## src/rtl/mp_ff_array.sv

```systemverilog
// mp_ff_array: flip-flop register array with one masked write port,
// NUM_RD independent registered read ports and a per-entry valid bit
// that can be flash-cleared. Read-during-write is selected per instance
// by WRITE_FIRST.
module mp_ff_array #(
  parameter int S_INDEX     = 4,
  parameter int WIDTH       = 32,
  parameter int NUM_RD      = 2,
  parameter int WMASK_W     = 4,
  parameter int WRITE_FIRST = 1
) (
  input  logic                        clk0,
  input  logic                        rst0_n,
  input  logic                        clr0,
  input  logic                        web0,
  input  logic [S_INDEX-1:0]          waddr0,
  input  logic [WMASK_W-1:0]          wmask0,
  input  logic [WIDTH-1:0]            wdin0,
  input  logic [NUM_RD-1:0]           rcsb,
  input  logic [NUM_RD*S_INDEX-1:0]   raddr,
  output logic [NUM_RD*WIDTH-1:0]     dout,
  output logic [NUM_RD-1:0]           rhit,
  output logic [NUM_RD-1:0]           rresp
);

  localparam int DEPTH  = 1 << S_INDEX;
  localparam int LANE_W = WIDTH / WMASK_W;

  // Reject parameter sets the lane slicing cannot represent.
  generate
    if (WIDTH % WMASK_W != 0) begin : g_bad_mask
      $error("mp_ff_array: WIDTH must be a multiple of WMASK_W");
    end
    if (NUM_RD < 1) begin : g_bad_rd
      $error("mp_ff_array: NUM_RD must be at least 1");
    end
  endgenerate

  // Read handshake: a port issues a request by holding rcsb[p] low across
  // a rising edge; there is no back-pressure. On the following cycle
  // rresp[p] is high for exactly one cycle and dout/rhit for that port
  // carry the response. While rcsb[p] is high, rresp[p] is low and the
  // port's dout/rhit hold the last response unchanged.

  logic [WIDTH-1:0]   mem [DEPTH];
  logic [DEPTH-1:0]   valid_q;
  logic [DEPTH-1:0]   valid_nxt;
  logic               wr_act;
  logic [WIDTH-1:0]   wr_merged;
  logic [WIDTH-1:0]   rd_data [NUM_RD];
  logic [NUM_RD-1:0]  rd_hit;
  logic [S_INDEX-1:0] rd_addr;

  // Write is only real when at least one lane is enabled; merged word
  // combines new lanes with the unwritten lanes of the current entry.
  always_comb begin
    wr_act    = ~web0 & (|wmask0);
    wr_merged = mem[waddr0];
    for (int k = 0; k < WMASK_W; k++) begin
      if (wmask0[k]) begin
        wr_merged[k*LANE_W +: LANE_W] = wdin0[k*LANE_W +: LANE_W];
      end
    end
  end

  // Post-edge valid vector: clear first, then the write sets its own entry.
  always_comb begin
    valid_nxt = clr0 ? '0 : valid_q;
    if (wr_act) begin
      valid_nxt[waddr0] = 1'b1;
    end
  end

  // Entry storage: commit the merged word on an active write.
  always_ff @(posedge clk0 or negedge rst0_n) begin
    if (!rst0_n) begin
      for (int i = 0; i < DEPTH; i++) begin
        mem[i] <= '0;
      end
    end else if (wr_act) begin
      mem[waddr0] <= wr_merged;
    end
  end

  // Valid bits follow the precomputed post-edge vector.
  always_ff @(posedge clk0 or negedge rst0_n) begin
    if (!rst0_n) begin
      valid_q <= '0;
    end else begin
      valid_q <= valid_nxt;
    end
  end

  // Per-port read value, resolving same-edge collisions by policy.
  always_comb begin
    rd_addr = '0;
    rd_hit  = '0;
    for (int p = 0; p < NUM_RD; p++) begin
      rd_addr = raddr[p*S_INDEX +: S_INDEX];
      if ((WRITE_FIRST != 0) && wr_act && (rd_addr == waddr0)) begin
        rd_data[p] = wr_merged;
      end else begin
        rd_data[p] = mem[rd_addr];
      end
      rd_hit[p] = (WRITE_FIRST != 0) ? valid_nxt[rd_addr] : valid_q[rd_addr];
    end
  end

  // Registered read outputs; an idle port keeps its last response.
  always_ff @(posedge clk0 or negedge rst0_n) begin
    if (!rst0_n) begin
      dout  <= '0;
      rhit  <= '0;
      rresp <= '0;
    end else begin
      for (int p = 0; p < NUM_RD; p++) begin
        rresp[p] <= ~rcsb[p];
        if (!rcsb[p]) begin
          dout[p*WIDTH +: WIDTH] <= rd_data[p];
          rhit[p]                <= rd_hit[p];
        end
      end
    end
  end

endmodule
```

## config.mk

```make
export PLATFORM = sky130hd
export DESIGN_NAME = mp_ff_array
export DESIGN_NICKNAME = d
export VERILOG_FILES = /design/src/rtl/mp_ff_array.sv
export SDC_FILE = /design/constraint.sdc
export NUM_CORES = 2
export LEC_CHECK = 0
export ABC_AREA = 0
export BUFFER_PORTS_ARGS = -buffer_cell sky130_fd_sc_hd__buf_2
export CAP_MARGIN = 20
export CORE_MARGIN = 10
export CORE_UTILIZATION = 47
export CTS_CLUSTER_SIZE = 16
export DETAILED_ROUTE_END_ITERATION = 6
export PLACE_DENSITY_LB_ADDON = 0.15
export SYNTH_ARGS = -nofsm -noshare
export SYNTH_HDL_FRONTEND = slang
export SYNTH_SLANG_ARGS = --single-unit
export TNS_END_PERCENT = 1
```

## constraint.sdc

```tcl
create_clock -name clk0 -period 2.3 [get_ports clk0]
set_input_delay 0 -clock clk0 [delete_from_list [all_inputs] [get_ports clk0]]
set_output_delay 0 -clock clk0 [all_outputs]
set_load 0.01 [all_outputs]
```

==> impl_metrics.ini <==
[outcome]
status = completed

[setup_path]
crit_cells = 6
crit_start = mem[176]
r2r_start = mem[176]
critPathBufInv = 0
max_stage_delay_ns = 0.47
crit_chain = mux4_2 > nor2b_1 > a211oi_1 > nor3_1 > a21oi_4 > o21ai_0
arrival_ns = 2.64
crit_required_ns = 2.78
critPathLaunchType = flop
crit_family = compound AO/OA/AOI/OAI gates
rrSetupSlack_ns = 0.13
cp_slowest_cell = mux4_2
crit_path_end_kind = flop
reg2reg_to = mem[400]
critPathKind = flop to flop
reg2regPathDepth = 6
path_max_fanout = 18

[grt]
grt_max_degree = 88
antenna_found_initial = 4
grt_pass1_vias = 27635
overflow = 0
grt_pass1_wl_um = 180000
grt_use_total = 0.278

[run]
drv_cap = 0

[die]
core_area_um2 = 73100
fp.dieH_um = 292
num_io_pins = 122
start_util = 0.475
die_w_um = 292
placementRows = 99
dieArea_um2 = 85200

[pwr]
pwr-share-comb = 0.258
swShare = 0.305
irDropWorstVdd_mv = 0.817
powerDensity_nw_per_um2 = 921
power_frac_seq = 0.414
power.switching_w = 0.0114
power.internal_w = 0.0260
clock_power_share = 0.328
p_leak_nw = 16.4

[placement]
place_inst = 3956
dp_slack_ns = -0.0724
place.detailed.hpwl_um = 70000
gp_congestion = 0.850
io_buffers = 121

[timing]
post-route-period-util = 0.942
rsz0062_at_grt = false
layout_setup_ws_ns = 0.134
finalHoldViolCount = 0
slew_headroom = 0.446
worst_pin_slew_ns = 0.831
fin_worst_skew_ns = 0.0305
slew_viol_final = 0
setup-violations-final = 0
post-route-min-period_ns = 2.17
max_freq_mhz = 462
fin_setup_tns_ns = 0

[yosys]
ys_warn_count = 0
synth_top_cell_by_area = dfrtp_1
async_reset_ff_frac = 1.00
netlist_area_um2 = 34700
synth-seq-cells = 596
netlist_instances = 3024
ys_top_cells_by_area = dfrtp_1 43%, mux4_2 25%, a21oi_1 4.7%, nand2_1 3.0%, nor2_1 2.9%
yosys_most_used_dff = dfrtp_1
synth_seq_area_share = 0.429
yosysTopAreaCellShare = 0.429
syn_area_per_cell_um2 = 11.5
synth_cell_types = 57
syn-num-nets = 3078
synth_edf_count = 0

[cts]
cts.reportedPaths.clkPinSlew_ns = 0.06
cts_tree = done
clockBufferDepth = 3
cts_sinks = 596
postCtsSetupBuffers = 0
cts_root_buf = clkbuf_16
htree_levels = 3
cts_buffers = 69
clock_latency_ns = 0.62

[hold_path]
whs_endpoint = valid_q[2]
holdPathStages = 4
min_from = waddr0[0]
hp-class = input pin to flop

[route]
vias = 27617
drt_pre_antenna_iters = 6
wl_per_cell_um = 28.9
drc = 0
viasPerCell = 6.70
antenna_left = 0
finalWirelength_um = 119000
drt_iter0_drc = 2905

[finish]
drive_gt1_frac = 0.277
area_growth_pct = 16.9
insertedDiodeCount = 0
stdcell_count = 4122
nets = 3161
fin_util = 0.556
## cell type report
cell class	instances	area, um^2
fill	6072	32500
clock inverter	29	469
timing repair buffer	349	3580
inverter	13	48.8
sequential	596	14900
multi-input combinational	2078	18300
clock buffer	98	2100
tap	959	1200
## cell usage after synthesis (3+ instances only)
library cell,number
a2111oi_0,65
a211oi_1,97
a21o_1,4
a21oi_1,326
a21oi_2,3
a21oi_4,29
buf_1,12
buf_2,86
buf_4,49
buf_6,8
clkbuf_1,182
dfrtp_1,596
inv_1,12
mux2i_1,68
mux4_2,384
nand2_1,274
nand2b_1,4
nand3_1,6
nor2_1,268
nor2b_1,101
nor3_1,34
nor4_1,5
o21ai_0,200
o21ai_1,64
o22ai_1,32
o31ai_1,65
or4_1,3
xor2_1,6
## worst register-to-register path, stage by stage, from the launching register on
cell	delay, ns
dfrtp_1	0.41
mux4_2	0.47
nor2b_1	0.15
a211oi_1	0.32
nor3_1	0.13
a21oi_4	0.41
o21ai_0	0.14
## placed cells by master, fill, tap and decap left out, types with 96 or more instances in the layout
cell	count
buf_2	107
a21oi_1	326
nor2b_1	101
buf_4	110
a211oi_1	96
o21ai_0	200
mux4_2	384
nand2_1	268
dfrtp_1	596
nor2_1	268
## power groups by stage
stage / logic [W] / clock network (W) / registers [W]
2_1_floorplan: 0.00705 / 0 / 0.0148
3_3_place_gp: 0.00929 / 0 / 0.0153
3_5_place_dp: 0.00956 / 0 / 0.0156
4_1_cts: 0.00967 / 0.0124 / 0.0154
5_1_grt: 0.0105 / 0.0129 / 0.0158
6_report: 0.00965 / 0.0123 / 0.0155
## routing by layer
layer	vias to the layer above	global-route usage	wire, um	part of all wire
met5	-	0	11	0.000092
met4	2	0.0988	3940	0.033
met3	257	0.0536	11400	0.096
met1	14194	0.386	48800	0.41
li1	11646	-	-	-
met2	1518	0.434	55100	0.46
## registers in the layout (all words and copies together), names as in the netlist
signal and count:
dout 64, mem 512, rhit 2, rresp 2, valid_q 16
## logic make-up (layout without fill, tap and decap cells)
group           count (synthesis)  in the layout  share of synthesized area
compound gates                902            902                      0.163
flops                         596            596                      0.429
mux                           453            453                      0.269
xor+xnor                        8              8                    0.00202
simple gates                  715            715                     0.0894
buf+inv                       350            489                     0.0479
## repair_timing
action	in CTS	in global routing
resized for setup	1	0
endpoints found under the setup margin	1	0
hold endpoints to repair	1156	0
hold buffers	39	0
## stage by stage
| step | area, um^2 | hold slack, ns | power, W |
|---|---|---|---|
| finish | 40600 | 0.0481 | 0.0374 |
| global placement | 37600 | 0.00252 | 0.0246 |
| global route | 40600 | 0.0428 | 0.0393 |
| CTS | 40600 | 0.0300 | 0.0375 |
| detailed placement | 37600 | 0.00790 | 0.0251 |
| floorplan | 34700 | -0.296 | 0.0219 |
## worst max path at each step
| stage | endpoint | slack (ns) |
|---|---|---|
| after floorplan | mem[5] | 0.42 |
| after global placement | dout[53] | -0.01 |
| after detailed placement | mem[400] | -0.07 |
| after CTS | mem[400] | 0.14 |
| after global routing | mem[176] | 0.0008 |
| final | mem[400] | 0.13 |
Note: power is estimated with default switching activity, not from simulation.
